[config.mk]
export PLATFORM = sky130hd
export DESIGN_NAME = fir_out_decimator
export DESIGN_NICKNAME = d
export VERILOG_FILES = /design/src/rtl/fir_out_pkg.sv /design/src/rtl/fir_sample_fifo.sv /design/src/rtl/fir_out_decimator.sv
export SDC_FILE = /design/constraint.sdc
export NUM_CORES = 1
export LEC_CHECK = 0
export CAP_MARGIN = 20
export CORE_MARGIN = 2
export CORE_UTILIZATION = 45
export CTS_CLUSTER_DIAMETER = 30
export CTS_CLUSTER_SIZE = 25
export DETAILED_ROUTE_END_ITERATION = 8
export PLACE_DENSITY = 0.68
export SYNTH_ARGS = -nofsm -noshare
export SYNTH_HDL_FRONTEND = slang
export SYNTH_SLANG_ARGS = --single-unit
[constraint.sdc]
create_clock -name clk -period 2.61 [get_ports clk]
set_input_delay 0.6525 -clock clk [delete_from_list [all_inputs] [get_ports clk]]
set_output_delay 0.6525 -clock clk [all_outputs]
set_load 0.1 [all_outputs]
[src/rtl/fir_out_pkg.sv]
// Shared constants and the scaling helper for the FIR output decimator.
package fir_out_pkg;

    localparam int IN_W_DEF  = 16;
    localparam int OUT_W_DEF = 8;
    localparam int SHIFT_DEF = 4;
    localparam int DECIM_DEF = 2;
    localparam int DEPTH_DEF = 4;

    // Working width for the helper; one spare bit keeps the rounding add from wrapping.
    localparam int RS_W = 32;

    // Returns {sat, value}: round-half-up shift, then clamp to out_w bits.
    function automatic logic [RS_W:0] round_sat(input logic [RS_W-1:0] din,
                                                input int shift,
                                                input int out_w);
        logic [RS_W:0] r;
        logic [RS_W:0] max_v;
        r = {1'b0, din};
        if (shift > 0) begin
            r = (r + ((RS_W+1)'(1) << (shift - 1))) >> shift;
        end
        max_v = ((RS_W+1)'(1) << out_w) - (RS_W+1)'(1);
        if (r > max_v) begin
            return {1'b1, max_v[RS_W-1:0]};
        end
        return {1'b0, r[RS_W-1:0]};
    endfunction

endpackage

[src/rtl/fir_sample_fifo.sv]
// Show-ahead sample FIFO with extra-bit pointers; a pop frees a slot for a same-cycle push.
module fir_sample_fifo
    import fir_out_pkg::*;
#(
    parameter int W     = OUT_W_DEF,
    parameter int DEPTH = DEPTH_DEF
) (
    input  logic                     clk,
    input  logic                     reset,
    input  logic                     push,
    input  logic [W-1:0]             wdata,
    input  logic                     pop,
    output logic [W-1:0]             rdata,
    output logic                     full,
    output logic                     empty,
    output logic [$clog2(DEPTH):0]   level
);

    localparam int AW = $clog2(DEPTH);
    localparam logic [AW:0] FULL_LVL = (AW+1)'(DEPTH);

    logic [W-1:0] mem [DEPTH];
    logic [AW:0]  wr_ptr;
    logic [AW:0]  rd_ptr;
    logic         do_pop;
    logic         do_push;

    assign level   = wr_ptr - rd_ptr;
    assign empty   = (wr_ptr == rd_ptr);
    assign full    = (level == FULL_LVL);
    assign do_pop  = pop & ~empty;
    assign do_push = push & (~full | do_pop);
    assign rdata   = empty ? '0 : mem[rd_ptr[AW-1:0]];

    always_ff @(posedge clk or negedge reset) begin
        if (!reset) begin
            wr_ptr <= '0;
            rd_ptr <= '0;
        end else begin
            if (do_push) wr_ptr <= wr_ptr + (AW+1)'(1);
            if (do_pop)  rd_ptr <= rd_ptr + (AW+1)'(1);
        end
    end

    always_ff @(posedge clk) begin
        if (do_push) mem[wr_ptr[AW-1:0]] <= wdata;
    end

endmodule

[src/rtl/fir_out_decimator.sv]
// Keeps every DECIM-th filter sample, rounds/shifts/saturates it, and buffers it for a stalling consumer.
module fir_out_decimator
    import fir_out_pkg::*;
#(
    parameter int IN_W  = IN_W_DEF,
    parameter int OUT_W = OUT_W_DEF,
    parameter int SHIFT = SHIFT_DEF,
    parameter int DECIM = DECIM_DEF,
    parameter int DEPTH = DEPTH_DEF
) (
    input  logic                     clk,
    input  logic                     reset,
    input  logic [IN_W-1:0]          din,
    input  logic                     din_valid,
    output logic [OUT_W-1:0]         dout,
    output logic                     dout_valid,
    input  logic                     dout_ready,
    output logic [$clog2(DEPTH):0]   level,
    output logic                     overflow,
    output logic                     sat_seen
);

    localparam int DC_W = (DECIM > 1) ? $clog2(DECIM) : 1;
    localparam logic [DC_W-1:0] DC_LAST = DC_W'(DECIM - 1);

    logic [DC_W-1:0]  dcnt;
    logic             keep;
    logic [RS_W:0]    scaled;
    logic             unused_scaled_hi;
    logic [OUT_W-1:0] s1_data;
    logic             s1_valid;
    logic             fifo_full;
    logic             fifo_empty;
    logic             pop;

    assign keep             = din_valid && (dcnt == '0);
    assign scaled           = round_sat(RS_W'(din), SHIFT, OUT_W);
    assign unused_scaled_hi = ^scaled[RS_W-1:OUT_W];
    assign dout_valid       = ~fifo_empty;
    assign pop              = dout_valid & dout_ready;

    always_ff @(posedge clk or negedge reset) begin
        if (!reset) begin
            dcnt     <= '0;
            s1_valid <= 1'b0;
            s1_data  <= '0;
            sat_seen <= 1'b0;
            overflow <= 1'b0;
        end else begin
            if (din_valid) dcnt <= (dcnt == DC_LAST) ? '0 : dcnt + DC_W'(1);
            s1_valid <= keep;
            if (keep) begin
                s1_data <= scaled[OUT_W-1:0];
                if (scaled[RS_W]) sat_seen <= 1'b1;
            end
            // A full FIFO only rejects the write when nothing leaves in the same cycle.
            if (s1_valid && fifo_full && !pop) overflow <= 1'b1;
        end
    end

    fir_sample_fifo #(
        .W     (OUT_W),
        .DEPTH (DEPTH)
    ) u_fifo (
        .clk   (clk),
        .reset (reset),
        .push  (s1_valid),
        .wdata (s1_data),
        .pop   (pop),
        .rdata (dout),
        .full  (fifo_full),
        .empty (fifo_empty),
        .level (level)
    );

endmodule
==> impl_metrics.env <==
export IMPL_status="complete, no violations"
export IMPL_cts_tree="done"
export IMPL_fin_ws_ps=112.3
export IMPL_netlist_area_leader_share=0.4243
export IMPL_port_buffers=30
export IMPL_cts_max_path_buffers=2
export IMPL_synth_top_cell_by_area="edfxtp_1"
export IMPL_synthDistinctLibCells=35
export IMPL_layout_drive_gt1_share=0.2857
export IMPL_yosys_warnings=0
export IMPL_ant_nets=0
export IMPL_die_area_mm2=0.005616
export IMPL_path_clk_slew_ps=90
export IMPL_cts_setup_buffers=0
export IMPL_hold_buffers=0
export IMPL_routed_wl_um=3986
export IMPL_layout_commonest_cell="edfxtp_1"
export IMPL_finalNetCount=224
export IMPL_finalCritPeriodShare=0.9570
export IMPL_synth_seq_cells=50
export IMPL_rows=25
export IMPL_cts_htree_levels=2
export IMPL_ys_seq_area_frac=0.6232
export IMPL_grt_pass1_wl_um=6527
export IMPL_drt_iter0_drc=88
export IMPL_grtUsageTotal=0.1619
export IMPL_holdWs_ps=464.5
export IMPL_worstPathMaxFanout=5
export IMPL_antenna_cells=0
export IMPL_cp_arrival_ps=1850
export IMPL_synthTopCellsByArea="edfxtp_1 (42%), dfrtp_1 (20%), mux4_2 (8.0%)"
export IMPL_dp_hpwl_um=2982
export IMPL_netlist_area_mm2=0.002265
export IMPL_io_pins=34
export IMPL_num_vias=1378
export IMPL_worst_skew_pair_late_latency_ps=300
export IMPL_dp_slack_ps=153.0
export IMPL_die_w_um=74.94
export IMPL_post_cts_resized=2
export IMPL_setup_viol=0
export IMPL_hold_path_class="flop to flop"
export IMPL_crit_path_start_kind="flop"
export IMPL_cts_buffers=5
export IMPL_overflow=0
export IMPL_skew_ps=5.536
export IMPL_hold_violations=0
export IMPL_rsz0062_at_grt="false"
export IMPL_core_area_mm2=0.004786
export IMPL_wl_per_cell_um=15.16
export IMPL_period_needed_ps=2498
export IMPL_tns_ps=0
export IMPL_avgSynthCellArea_um2=14.90
export IMPL_routed_via_density=5.240
export IMPL_initial_core_util=0.4732
export IMPL_grt_max_degree=19
export IMPL_gp_congestion=0.7256
export IMPL_max_cap_violations=0
export IMPL_drc=0
export IMPL_max_freq_mhz=400.4
export IMPL_grt_pass1_vias=1378
export IMPL_area_growth_pct=30.99
export IMPL_slew_headroom=0.6697
export IMPL_final_cell_mix="edfxtp_1 (32), dfrtp_1 (18), clkdlybuf4s50_1 (16)"
export IMPL_slew_viol_final=0
export IMPL_syn_nets=181
export IMPL_die_h_um=74.94
export IMPL_first_pass_iters=4
export IMPL_syn_inst=152
export IMPL_cp_required_ps=1960
export IMPL_antenna_found_initial=0
export IMPL_cts_root_buf="clkbuf_8"
export IMPL_end_kind="primary output"
export IMPL_cts_sinks=50
export IMPL_worst_pin_slew_ps=485.8
export IMPL_path_class="flop to primary output"
[stage by stage]
step	utilization	std cells	cell area, um2
global placement	0.5979	255	2861
global route	0.6199	263	2967
CTS	0.6183	263	2959
floorplan	-	152	2307
detailed placement	0.5979	255	2861
finish	0.6199	263	2967
[layout make-up]
type / count / area, um2
Fill cell: 373 / 1819
Multi-Input combinational cell: 92 / 868.3
Sequential cell: 50 / 1411
Clock inverter: 3 / 21.27
Timing Repair Buffer: 40 / 490.5
Clock buffer: 5 / 68.82
Tap cell: 67 / 83.83
Inverter: 6 / 22.52
[per-layer routing]
| metal | vias to the layer above | wire [um] | global-route usage |
|---|---|---|---|
| li1 | 640 | - | - |
| met1 | 691 | 1632 | 0.1884 |
| met2 | 40 | 2129 | 0.2963 |
| met3 | 7 | 171 | 0.03748 |
| met4 | 0 | 52 | 0.04960 |
| met5 | - | 0 | 0 |
[synth_stat cells]
cell	n
fa_1	1
and3_1	1
or3_1	1
mux2_4	1
clkbuf_1	2
o41ai_4	1
dfrtp_1	18
xnor2_1	7
a41o_1	1
and2_1	11
and4_1	1
mux2i_2	1
mux2_1	1
a21oi_1	2
and4bb_1	1
nor2_1	12
nor2_2	1
nand2_1	7
xnor2_2	1
xor2_1	5
nand3_1	4
buf_1	1
nor3_1	2
mux4_2	8
nand2b_1	2
ha_1	8
nand4_1	1
o21bai_1	1
o21ai_0	1
a31oi_1	7
a21boi_1	1
nor3b_2	1
edfxtp_1	32
buf_2	1
inv_1	6
[kinds of logic (layout without fill, tap and decap cells)]
family,count (synthesis),in the layout,synth area share
adders and majority gates,9,9,0.05304
buffers and inverters,10,54,0.01712
AOI/OAI and AO/OA,14,14,0.04917
muxes,11,11,0.09723
xor gates and xnor gates,13,13,0.05359
DFF,50,50,0.6232
and+or+nand+nor,45,45,0.1066
[registers in the layout, summed over array words and instances (netlist names)]
register	count
overflow	1
u_fifo.mem	32
dcnt	1
u_fifo.rd_ptr	3
u_fifo.wr_ptr	3
s1_valid	1
s1_data	8
sat_seen	1
[critical path: stages, from the launching register on]
cell	delay, ps
dfrtp_1	390
inv_1	110
ha_1	210
fa_2	440
xnor2_4	210
buf_12	190
[worst paths after layout]
| kind | start | endpoint | slack [ps] | cells past startpoint |
|---|---|---|---|---|
| max reg2reg | u_fifo.wr_ptr[0] | u_fifo.mem[1][2] | 150 | 8 |
| min reg2reg | dcnt | dcnt | 460 | 1 |
| min | dcnt | dcnt | 460 | 1 |
| min in group asynchronous | reset | u_fifo.wr_ptr[0] | 670 | 2 |
| max in group asynchronous | reset | u_fifo.rd_ptr[2] | 1740 | 2 |
| max | u_fifo.wr_ptr[0] | level[2] | 110 | 5 |
Power is not shown: default switching activity piles up to over one toggle a cycle in this logic, so the estimate is an artifact.
